===== src/rtl/pc_fetch_unit_if.sv =====
// Instruction-memory fetch interface.
// Ports (signals):
//   imem_req   fetch request, held with a stable imem_addr until imem_ack
//   imem_addr  word-aligned fetch address
//   imem_ack   response valid; may assert in the same cycle as imem_req
//   imem_rdata instruction word, valid with imem_ack
// The master modport is used by the fetch unit, and the slave modport by the memory.
interface pc_fetch_unit_if #(
  parameter int unsigned XLEN = 32
) ();
  logic            imem_req;
  logic [XLEN-1:0] imem_addr;
  logic            imem_ack;
  logic [31:0]     imem_rdata;

  modport master (
    output imem_req,
    output imem_addr,
    input  imem_ack,
    input  imem_rdata
  );

  modport slave (
    input  imem_req,
    input  imem_addr,
    output imem_ack,
    output imem_rdata
  );
endinterface


===== src/rtl/pc_fetch_unit.sv =====
// Instruction-fetch stage. It owns the PC, issues requests to instruction memory and
// delivers {instr, pc, pc+4} to decode. A redirect from branch_ctrl flushes the stage.
// A 1-entry skid register catches a response that arrives while decode is stalled.
// Ports:
//   clk, rst       clock and asynchronous active-high reset
//   branch_f       next-PC select: 10 branch_target, 01 alu_result (JALR), 00/11 sequential
//   branch_target  PC+imm target
//   alu_result     JALR target
//   stall          decode cannot accept if_* this cycle
//   imem           instruction-memory interface (master side)
//   if_valid       if_instr/if_pc/if_pc4 hold a live instruction
//   if_instr       fetched instruction
//   if_pc, if_pc4  address of if_instr and that address + 4
//   flush          one-cycle pulse after a redirect is taken
module pc_fetch_unit #(
  parameter int unsigned     XLEN      = 32,
  parameter logic [XLEN-1:0] RESET_PC  = '0,
  parameter logic [31:0]     NOP_INSTR = 32'h0000_0013
) (
  input  logic                   clk,
  input  logic                   rst,
  input  logic [1:0]             branch_f,
  input  logic [XLEN-1:0]        branch_target,
  input  logic [XLEN-1:0]        alu_result,
  input  logic                   stall,
  pc_fetch_unit_if.master        imem,
  output logic                   if_valid,
  output logic [31:0]            if_instr,
  output logic [XLEN-1:0]        if_pc,
  output logic [XLEN-1:0]        if_pc4,
  output logic                   flush
);

  typedef enum logic [0:0] {StIdle, StBusy} state_e;

  state_e          state;
  logic [XLEN-1:0] pc;
  logic            fetch_req;
  logic [XLEN-1:0] fetch_addr;
  logic            skid_valid;
  logic [31:0]     skid_instr;
  logic [XLEN-1:0] skid_pc;
  logic            drop;

  logic            redirect;
  logic [XLEN-1:0] target_raw;
  logic [XLEN-1:0] target;
  logic            slot_free;
  logic            ack_live;
  logic [XLEN-1:0] pc_inc;

  assign imem.imem_req  = fetch_req;
  assign imem.imem_addr = fetch_addr;

  assign redirect   = (branch_f == 2'b10) || (branch_f == 2'b01);
  assign target_raw = (branch_f == 2'b01) ? alu_result : branch_target;
  // Targets are silently word aligned; misaligned targets do not trap.
  assign target     = target_raw & {{(XLEN-2){1'b1}}, 2'b00};
  assign slot_free  = !if_valid || !stall;
  // A response only counts while a request is outstanding and not marked stale.
  assign ack_live   = (state == StBusy) && imem.imem_ack && !drop;
  assign pc_inc     = pc + XLEN'(4);

  always_ff @(posedge clk or posedge rst) begin
    if (rst) begin
      state      <= StIdle;
      pc         <= RESET_PC;
      fetch_req  <= 1'b0;
      fetch_addr <= RESET_PC;
      skid_valid <= 1'b0;
      skid_instr <= '0;
      skid_pc    <= '0;
      drop       <= 1'b0;
      if_valid   <= 1'b0;
      if_instr   <= NOP_INSTR;
      if_pc      <= '0;
      if_pc4     <= '0;
      flush      <= 1'b0;
    end else begin
      flush <= redirect;
      if (redirect) begin
        pc         <= target;
        if_valid   <= 1'b0;
        if_instr   <= NOP_INSTR;
        skid_valid <= 1'b0;
        if ((state == StBusy) && !imem.imem_ack) begin
          // Request must complete on the bus first; its data is thrown away.
          drop <= 1'b1;
        end else begin
          // Nothing outstanding (or this cycle's ack is discarded): fetch target now.
          drop       <= 1'b0;
          state      <= StBusy;
          fetch_req  <= 1'b1;
          fetch_addr <= target;
        end
      end else begin
        // Output slot / skid update.
        if (ack_live) begin
          if (slot_free) begin
            if_valid <= 1'b1;
            if_instr <= imem.imem_rdata;
            if_pc    <= pc;
            if_pc4   <= pc_inc;
          end else begin
            skid_valid <= 1'b1;
            skid_instr <= imem.imem_rdata;
            skid_pc    <= pc;
          end
        end else if (skid_valid && slot_free) begin
          if_valid   <= 1'b1;
          if_instr   <= skid_instr;
          if_pc      <= skid_pc;
          if_pc4     <= skid_pc + XLEN'(4);
          skid_valid <= 1'b0;
        end else if (slot_free) begin
          if_valid <= 1'b0;
        end

        // Request FSM.
        case (state)
          StIdle: begin
            if (!skid_valid && !drop) begin
              state      <= StBusy;
              fetch_req  <= 1'b1;
              fetch_addr <= pc;
            end
          end
          StBusy: begin
            if (imem.imem_ack) begin
              if (drop) begin
                // Stale response retired; pc already holds the redirect target.
                drop       <= 1'b0;
                fetch_addr <= pc;
              end else begin
                pc <= pc_inc;
                if (slot_free) begin
                  fetch_addr <= pc_inc;
                end else begin
                  // Response went to the skid; pause until it drains.
                  state     <= StIdle;
                  fetch_req <= 1'b0;
                end
              end
            end
          end
        endcase
      end
    end
  end

endmodule


===== src/flat_wrapper.sv =====
// flat-port wrapper written by rule: the top's interface ports become plain ports
module pc_fetch_unit_flat 
#(
  parameter int unsigned     XLEN      = 32,
  parameter logic [XLEN-1:0] RESET_PC  = '0,
  parameter logic [31:0]     NOP_INSTR = 32'h0000_0013
)
  (clk, rst, branch_f, branch_target, alu_result, stall, if_valid, if_instr, if_pc, if_pc4, flush, imem_imem_req, imem_imem_addr, imem_imem_ack, imem_imem_rdata);
  pc_fetch_unit_if #(.XLEN(XLEN)) imem_i ();
  input  logic clk;
  input  logic rst;
  input  logic [1:0] branch_f;
  input  logic [XLEN-1:0] branch_target;
  input  logic [XLEN-1:0] alu_result;
  input  logic stall;
  output logic if_valid;
  output logic [31:0] if_instr;
  output logic [XLEN-1:0] if_pc;
  output logic [XLEN-1:0] if_pc4;
  output logic flush;
  output wire logic [$bits(imem_i.imem_req)-1:0] imem_imem_req;
  output wire logic [$bits(imem_i.imem_addr)-1:0] imem_imem_addr;
  input wire logic [$bits(imem_i.imem_ack)-1:0] imem_imem_ack;
  input wire logic [$bits(imem_i.imem_rdata)-1:0] imem_imem_rdata;
  assign imem_imem_req = imem_i.imem_req;
  assign imem_imem_addr = imem_i.imem_addr;
  assign imem_i.imem_ack = imem_imem_ack;
  assign imem_i.imem_rdata = imem_imem_rdata;
  pc_fetch_unit #(.XLEN(XLEN), .RESET_PC(RESET_PC), .NOP_INSTR(NOP_INSTR)) u_core (.clk(clk), .rst(rst), .branch_f(branch_f), .branch_target(branch_target), .alu_result(alu_result), .stall(stall), .imem(imem_i), .if_valid(if_valid), .if_instr(if_instr), .if_pc(if_pc), .if_pc4(if_pc4), .flush(flush));
endmodule

===== config.mk =====
export PLATFORM = sky130hd
export DESIGN_NAME = pc_fetch_unit_flat
export DESIGN_NICKNAME = d
export VERILOG_FILES = /design/src/rtl/pc_fetch_unit_if.sv /design/src/rtl/pc_fetch_unit.sv /design/src/flat_wrapper.sv
export SDC_FILE = /design/constraint.sdc
export NUM_CORES = 1
export LEC_CHECK = 0
export ABC_CLOCK_PERIOD_IN_PS = 9100
export CORE_MARGIN = 4
export CORE_UTILIZATION = 48
export DETAILED_ROUTE_END_ITERATION = 10
export DONT_BUFFER_PORTS = 1
export PLACE_DENSITY = 0.64
export SLEW_MARGIN = 20
export SYNTH_ARGS = -nofsm -noshare
export SYNTH_HDL_FRONTEND = slang
export SYNTH_SLANG_ARGS = --single-unit

===== constraint.sdc =====
create_clock -name clk -period 9.1 [get_ports clk]
set_input_delay 1.82 -clock clk [delete_from_list [all_inputs] [get_ports clk]]
set_output_delay 1.82 -clock clk [all_outputs]
set_load 0.01 [all_outputs]

==> flow_metrics.py, run 1 <==
metrics = {
    "placement": {
        "port_buffers": 0,
        "gp_congestion": 0.8952,
        "hpwlAfterDp_mm": 21.85,
        "dp.cells": 1434,
    },
    "routing": {
        "firstDrtPassIters": 5,
        "wl_per_cell_um": 21.79,
        "drt_iter0_drc": 642,
        "vias": 8980,
        "drc": 0,
        "detail-route-antenna-nets": 0,
        "vias_per_cell": 6.076,
        "wl_mm": 32.21,
    },
    "die": {
        "die_x_um": 164.6,
        "initial_core_util": 0.4853,
        "core_area_um2": 24250,
        "core.rowCount": 57,
        "pin_count": 233,
        "fp.dieH_um": 164.6,
        "die_area_um2": 27090,
    },
    "power": {
        "p_clk_frac": 0.307,
        "seqPwrFrac": 0.492,
        "pwr-share-comb": 0.201,
        "ir_drop_mv": 0.1416,
        "p_leak_nw": 5.083,
        "sw_frac_of_total": 0.3493,
        "p_int_mw": 2.185,
        "p_switching_mw": 1.173,
        "power.density_nw_per_um2": 265.0,
    },
    "synthesis": {
        "synth-seq-area-share": 0.4681,
        "syn_area_um2": 11770,
        "ys_async_sr_fraction": 1.000,
        "synth_area_leaders": "dfrtp_1 (46%), mux2_2 (5.5%), nand2_1 (4.4%)",
        "yosysTopAreaCell": "dfrtp_1",
        "ys_ff_latch": 220,
        "yosys_warnings": 0,
        "synth_edf_count": 0,
        "syn_inst": 1208,
        "synth_ff_type": "dfrtp_1",
        "synth_top_area_frac": 0.4614,
        "syn_area_per_cell_um2": 9.742,
        "synth_cell_type_count": 63,
    },
    "critical_path": {
        "crit_path_end_kind": "flop",
        "reg2reg_depth": 7,
        "r2r_start": "u_core.drop",
        "critPathMaxStageDelay_ns": 0.72,
        "r2r_setup_slack_ns": 5.73,
        "cp.arrival_ns": 4.81,
        "cp.required_ns": 9.50,
        "cp_cell_sequence": "inv_1 > ha_4 > buf_4 > and4b_1 > o22a_1 > nor2_1 > buf_4 > a221oi_1",
        "path_max_fanout": 76,
        "path_common_cell": "buf_4",
        "critPathLaunchType": "input port",
        "reg2reg_to": "u_core.if_pc[2]",
        "critPathKind": "in2reg",
        "cp_slowest_cell": "buf_4",
    },
    "finish": {
        "layout-drive-gt1-share": 0.1265,
        "layout_commonest_cell": "dfrtp_1",
        "nNetsFinal": 1241,
        "fin_cells": 1478,
        "syn_to_final_growth_pct": 7.708,
        "final_cell_mix": "dfrtp_1 (217), nand2_1 (137), nor2_1 (76)",
        "antenna_cells": 0,
    },
    "grt": {
        "grt_max_degree": 85,
        "grt_use_met2": 0.3250,
        "overflow": 0,
        "met3_usage": 0.06364,
        "grt_pass1_wl_mm": 49.76,
        "met1_usage": 0.3530,
        "busiest_layer": "met1",
        "antenna_found_initial": 0,
        "grt_use_total": 0.2309,
        "first_global_vias": 8326,
    },
    "sta": {
        "finalClockSkew_ns": 0.02502,
        "worst_pin_slew_ns": 0.9544,
        "finalSetupViolations": 0,
        "post-route-min-period_ns": 4.408,
        "rsz0062_at_grt": "false",
        "period_share": 0.4844,
        "hold_violations": 0,
        "max_slew_margin": 0.3585,
        "drv_slew": 0,
        "clock.fmax_ghz": 0.2269,
        "tns_ns": 0,
    },
    "clock_network": {
        "cts_resized": 0,
        "cts_tree": "built",
        "cts_buffers": 24,
        "path_clk_slew_ns": 0.06,
        "cts.sinks": 220,
        "root_buffer": "clkbuf_16",
        "clk_path_buf_depth": 3,
        "htree_num_levels": 1,
        "cts_hold_buf": 0,
        "cts_setup_buffers": 0,
        "clock_latency_ns": 0.52,
    },
    "hold_path": {
        "worst_hold_path.num_cells": 2,
        "hold_class": "reg2reg",
        "holdCritStartpoint": "u_core.skid_instr[1]",
        "whs_endpoint": "u_core.if_instr[1]",
    },
    "status": {
        "outcome": "finished, final reports clean",
    },
    "flow_run": {
        "maxCapViolations": 0,
    },
}
## layout make-up
class	count	area, um2
fill	2228	11570
multi-input combinational	862	5762
sequential	220	5509
clock buffer	35	703.2
tap	324	405.4
clock inverter	9	131.4
timing repair buffer	14	105.1
inverter	14	60.06
## Yosys cell counts (all sizes together) (3+ instances only)
library cell	number
a211oi	31
a21o	8
a21oi	50
a221o	5
a221oi	14
a311oi	3
a31oi	35
and2	3
and3	7
and4	4
buf	56
clkbuf	61
dfrtp	217
dfstp	3
ha	3
inv	14
mux2	57
mux2i	49
nand2	138
nand2b	4
nand3	54
nand4	36
nor2	76
nor2b	29
nor3	20
nor4	23
o211ai	4
o21ai	48
o31ai	32
or3	7
or4	4
xnor2	39
xor2	53
## worst max-delay path: cells and delay by family
family	cells	cell delay [ns]
adder cells (fa/ha/maj)	1	0.50
AO/OA/AOI/OAI	2	1.00
buffers and inverters	3	1.00
AND/OR/NAND/NOR	2	0.45
## worst max path at each step
stage                     start                   endpoint  depth (start not counted)
finish              branch_f[1]  u_core.imem.imem_addr[10]                          8
global route        branch_f[1]  u_core.imem.imem_addr[14]                          8
CTS                 branch_f[1]  u_core.imem.imem_addr[10]                          8
detailed placement  branch_f[1]  u_core.imem.imem_addr[14]                          8
global placement    branch_f[1]  u_core.imem.imem_addr[17]                          8
floorplan                   rst                u_core.drop                          1
## metrics by stage
stage	utilization	cell area (um2)	hold slack (ns)	total power, mW	setup WS, ns
2_1_floorplan	-	11790	0.4792	2.117	1.264
3_3_place_gp	0.4881	11840	0.4874	2.315	4.220
3_5_place_dp	0.4881	11840	0.4948	2.343	4.154
4_1_cts	0.5225	12670	0.5037	3.380	4.658
5_1_grt	0.5228	12680	0.5110	3.548	4.428
6_report	0.5228	12680	0.4995	3.359	4.692
## sequential cells by signal, summed over array words and instances, names as in the netlist
| signal | count |
|---|---|
| u_core.if_pc4 | 30 |
| u_core.if_pc | 30 |
| u_core.imem.imem_addr | 30 |
| u_core.state | 1 |
| u_core.imem.imem_req | 1 |
| u_core.drop | 1 |
| u_core.skid_valid | 1 |
| u_core.if_valid | 1 |
| u_core.skid_instr | 32 |
| u_core.if_instr | 32 |
| u_core.pc | 30 |
| u_core.flush | 1 |
| u_core.skid_pc | 30 |
## cells by family (layout without fill, tap and decap cells)
family | Yosys count | count (layout) | share of synthesized area
flops | 220 | 220 | 0.4681
xor+xnor | 92 | 92 | 0.06847
buf+inv | 131 | 72 | 0.04944
other cells | 1 | 6 | 0.0003186
fa+ha+maj | 3 | 3 | 0.003190
compound gates | 245 | 245 | 0.1367
mux | 106 | 106 | 0.09622
simple gates | 410 | 410 | 0.1775
## power groups by stage
stage	Combinational, mW	Sequential, mW	Clock (mW)
2_1_floorplan	0.619	1.50	0
3_3_place_gp	0.654	1.66	0
3_5_place_dp	0.673	1.67	0
4_1_cts	0.679	1.65	1.05
5_1_grt	0.761	1.70	1.09
6_report	0.676	1.65	1.03
## metal layers
layer,part of all wire,vias to the layer above
li1,-,4166
met3,0.10,37
met4,0.019,0
met5,0,-
met1,0.46,4425
met2,0.42,352
Power figures use the tool's default switching activity.
==> run 2, diff against run 1 <==
Settings changed: ABC_CLOCK_PERIOD_IN_PS 9100 to 4500.
Clock period 9.1 ns to 4.5 ns, I/O delays scaled along.
==> run 2 against run 1 <==
Compared with the run above:
- total power increased by 98%
- sequential share of layout area is essentially flat
- sequential cell count stayed put
- cell area about the same
- sequential power increased by 100%
- worst setup slack got worse by 3.2 ns
- combinational power up 100%
- via count grew 0.13%
- hold slack worse by 0.11 ns
- largest power group unchanged
- critical path depth shrank 2
- non-clock buffer count grew 7
==> flow_metrics.py, run 2 (synthesis results as in run 1) <==
metrics = {
    "clock_network": {
        "cts_tree": "built",
        "clk_path_buf_depth": 3,
        "cts_resized": 0,
        "cts_setup_buffers": 0,
        "cts.sinks": 220,
        "cts_hold_buf": 0,
        "path_clk_slew_ns": 0.06,
        "root_buffer": "clkbuf_16",
        "cts_buffers": 24,
        "clock_latency_ns": 0.53,
        "htree_num_levels": 1,
    },
    "power": {
        "pwr-share-comb": 0.207,
        "sw_frac_of_total": 0.3579,
        "p_leak_nw": 5.090,
        "power.density_nw_per_um2": 526.0,
        "seqPwrFrac": 0.502,
        "p_switching_mw": 2.385,
        "p_int_mw": 4.280,
        "p_clk_frac": 0.292,
        "ir_drop_mv": 0.3008,
    },
    "finish": {
        "finish.instance_area_um2": 12670,
        "syn_to_final_growth_pct": 7.665,
        "layout_commonest_cell": "dfrtp_1",
        "antenna_cells": 0,
        "layout-drive-gt1-share": 0.1309,
        "nNetsFinal": 1248,
        "final_cell_mix": "dfrtp_1 (217), nand2_1 (137), nor2_1 (76)",
        "final_util": 0.5225,
        "top_regs": "u_core.if_instr (32), u_core.skid_instr (32)",
    },
    "critical_path": {
        "path_max_fanout": 12,
        "critPathBufInv": 0,
        "critPathKind": "reg2reg",
        "crit_path_end_kind": "flop",
        "critPathMaxStageDelay_ns": 0.89,
        "cp_top_family": "simple AND/OR/NAND/NOR gates",
        "critPathLaunchType": "flop",
        "cp.required_ns": 4.96,
        "cp_cell_sequence": "ha_1 > nand3_1 > or4_1 > or3_1 > a21oi_1 > a221o_1",
        "cp.arrival_ns": 3.49,
        "cp_slowest_cell": "or4_1",
    },
    "sta": {
        "worst_pin_slew_ns": 1.060,
        "max_slew_margin": 0.2868,
        "period_share": 0.6742,
        "hold_violations": 0,
        "finalSetupViolations": 0,
        "clock.fmax_ghz": 0.3296,
        "finalClockSkew_ns": 0.01174,
        "tns_ns": 0,
        "drv_slew": 0,
        "rsz0062_at_grt": "false",
        "post-route-min-period_ns": 3.034,
    },
    "grt": {
        "grt_max_degree": 109,
        "grt_use_total": 0.2361,
        "grt_pass1_wl_mm": 50.76,
        "first_global_vias": 8604,
        "antenna_found_initial": 0,
        "overflow": 0,
    },
    "placement": {
        "hpwlAfterDp_mm": 22.49,
        "port_buffers": 0,
        "place_area_um2": 11900,
        "gp_congestion": 0.8738,
    },
    "die": {
        "pin_count": 233,
        "core.rowCount": 57,
        "core_area_um2": 24250,
        "fp.dieH_um": 164.6,
        "die_area_um2": 27090,
        "initial_core_util": 0.4853,
        "die_x_um": 164.6,
    },
    "hold_path": {
        "hold_class": "in2async",
    },
    "routing": {
        "drt_iter0_drc": 669,
        "wl_mm": 32.50,
        "detail-route-antenna-nets": 0,
        "drc": 0,
        "vias": 8992,
        "wl_per_cell_um": 21.88,
        "vias_per_cell": 6.055,
        "firstDrtPassIters": 5,
    },
    "status": {
        "outcome": "finished, final reports clean",
    },
    "flow_run": {
        "maxCapViolations": 0,
    },
}
run 2: changes by cell type in the layout (fill, tap and decap cells not counted), sizes merged:
cell    before  now
inv         14   13
clkinv       3    6
buf         14   21
bufinv       3    1
run 2: final timing paths:
path	start	to	slack (ns)	cells past startpoint
worst max register to register	u_core.pc[2]	u_core.if_pc4[20]	1.47	6
worst max-delay path	u_core.pc[2]	u_core.if_pc4[20]	1.47	6
min in group clk	imem_imem_rdata[1]	u_core.if_instr[1]	0.49	2
max in group asynchronous	rst	u_core.if_pc4[8]	3.40	2
worst min register to register	u_core.skid_instr[24]	u_core.skid_instr[24]	0.50	1
worst min-delay path	rst	u_core.imem.imem_addr[29]	0.39	2
run 2: power groups by stage:
stage	registers [mW]	logic (mW)	clock network (mW)
CTS	3.35	1.38	1.98
detailed placement	3.38	1.37	0
global route	3.43	1.56	2.06
floorplan	3.03	1.25	0
finish	3.34	1.38	1.94
global placement	3.36	1.33	0
run 2: stage by stage:
stage	total power, mW	setup WS (ns)	hold slack, ns	cells
after floorplan	4.281	0.7344	0.4792	1213
after global placement	4.691	1.329	0.4877	1441
after detailed placement	4.750	1.278	0.4941	1441
after CTS	6.702	1.564	0.4743	1485
after global routing	7.061	1.351	0.4619	1485
final	6.665	1.466	0.3868	1485
run 2: metal layers:
layer | GRT usage | vias to the layer above | wire [um]
li1 | - | 4187 | -
met5 | 0 | - | 0
met3 | 0.06688 | 38 | 3496
met1 | 0.3666 | 4408 | 14800
met4 | 0.04197 | 0 | 423
met2 | 0.3321 | 359 | 13780
run 2: worst register-to-register path: stages (launching register included):
cell and delay, ns:
dfrtp_1 0.55, ha_1 0.33, nand3_1 0.48, or4_1 0.90
or3_1 0.42, a21oi_1 0.15, a221o_1 0.13
run 2: layout make-up:
cell class / count / area (um2)
flip-flops and latches: 220 / 5509
well taps: 324 / 405.4
fillers: 2248 / 11580
clock inverters: 9 / 86.33
multi-input cells: 862 / 5762
clock buffers: 35 / 681.9
repair buffers: 21 / 170.2
inverters: 14 / 56.30
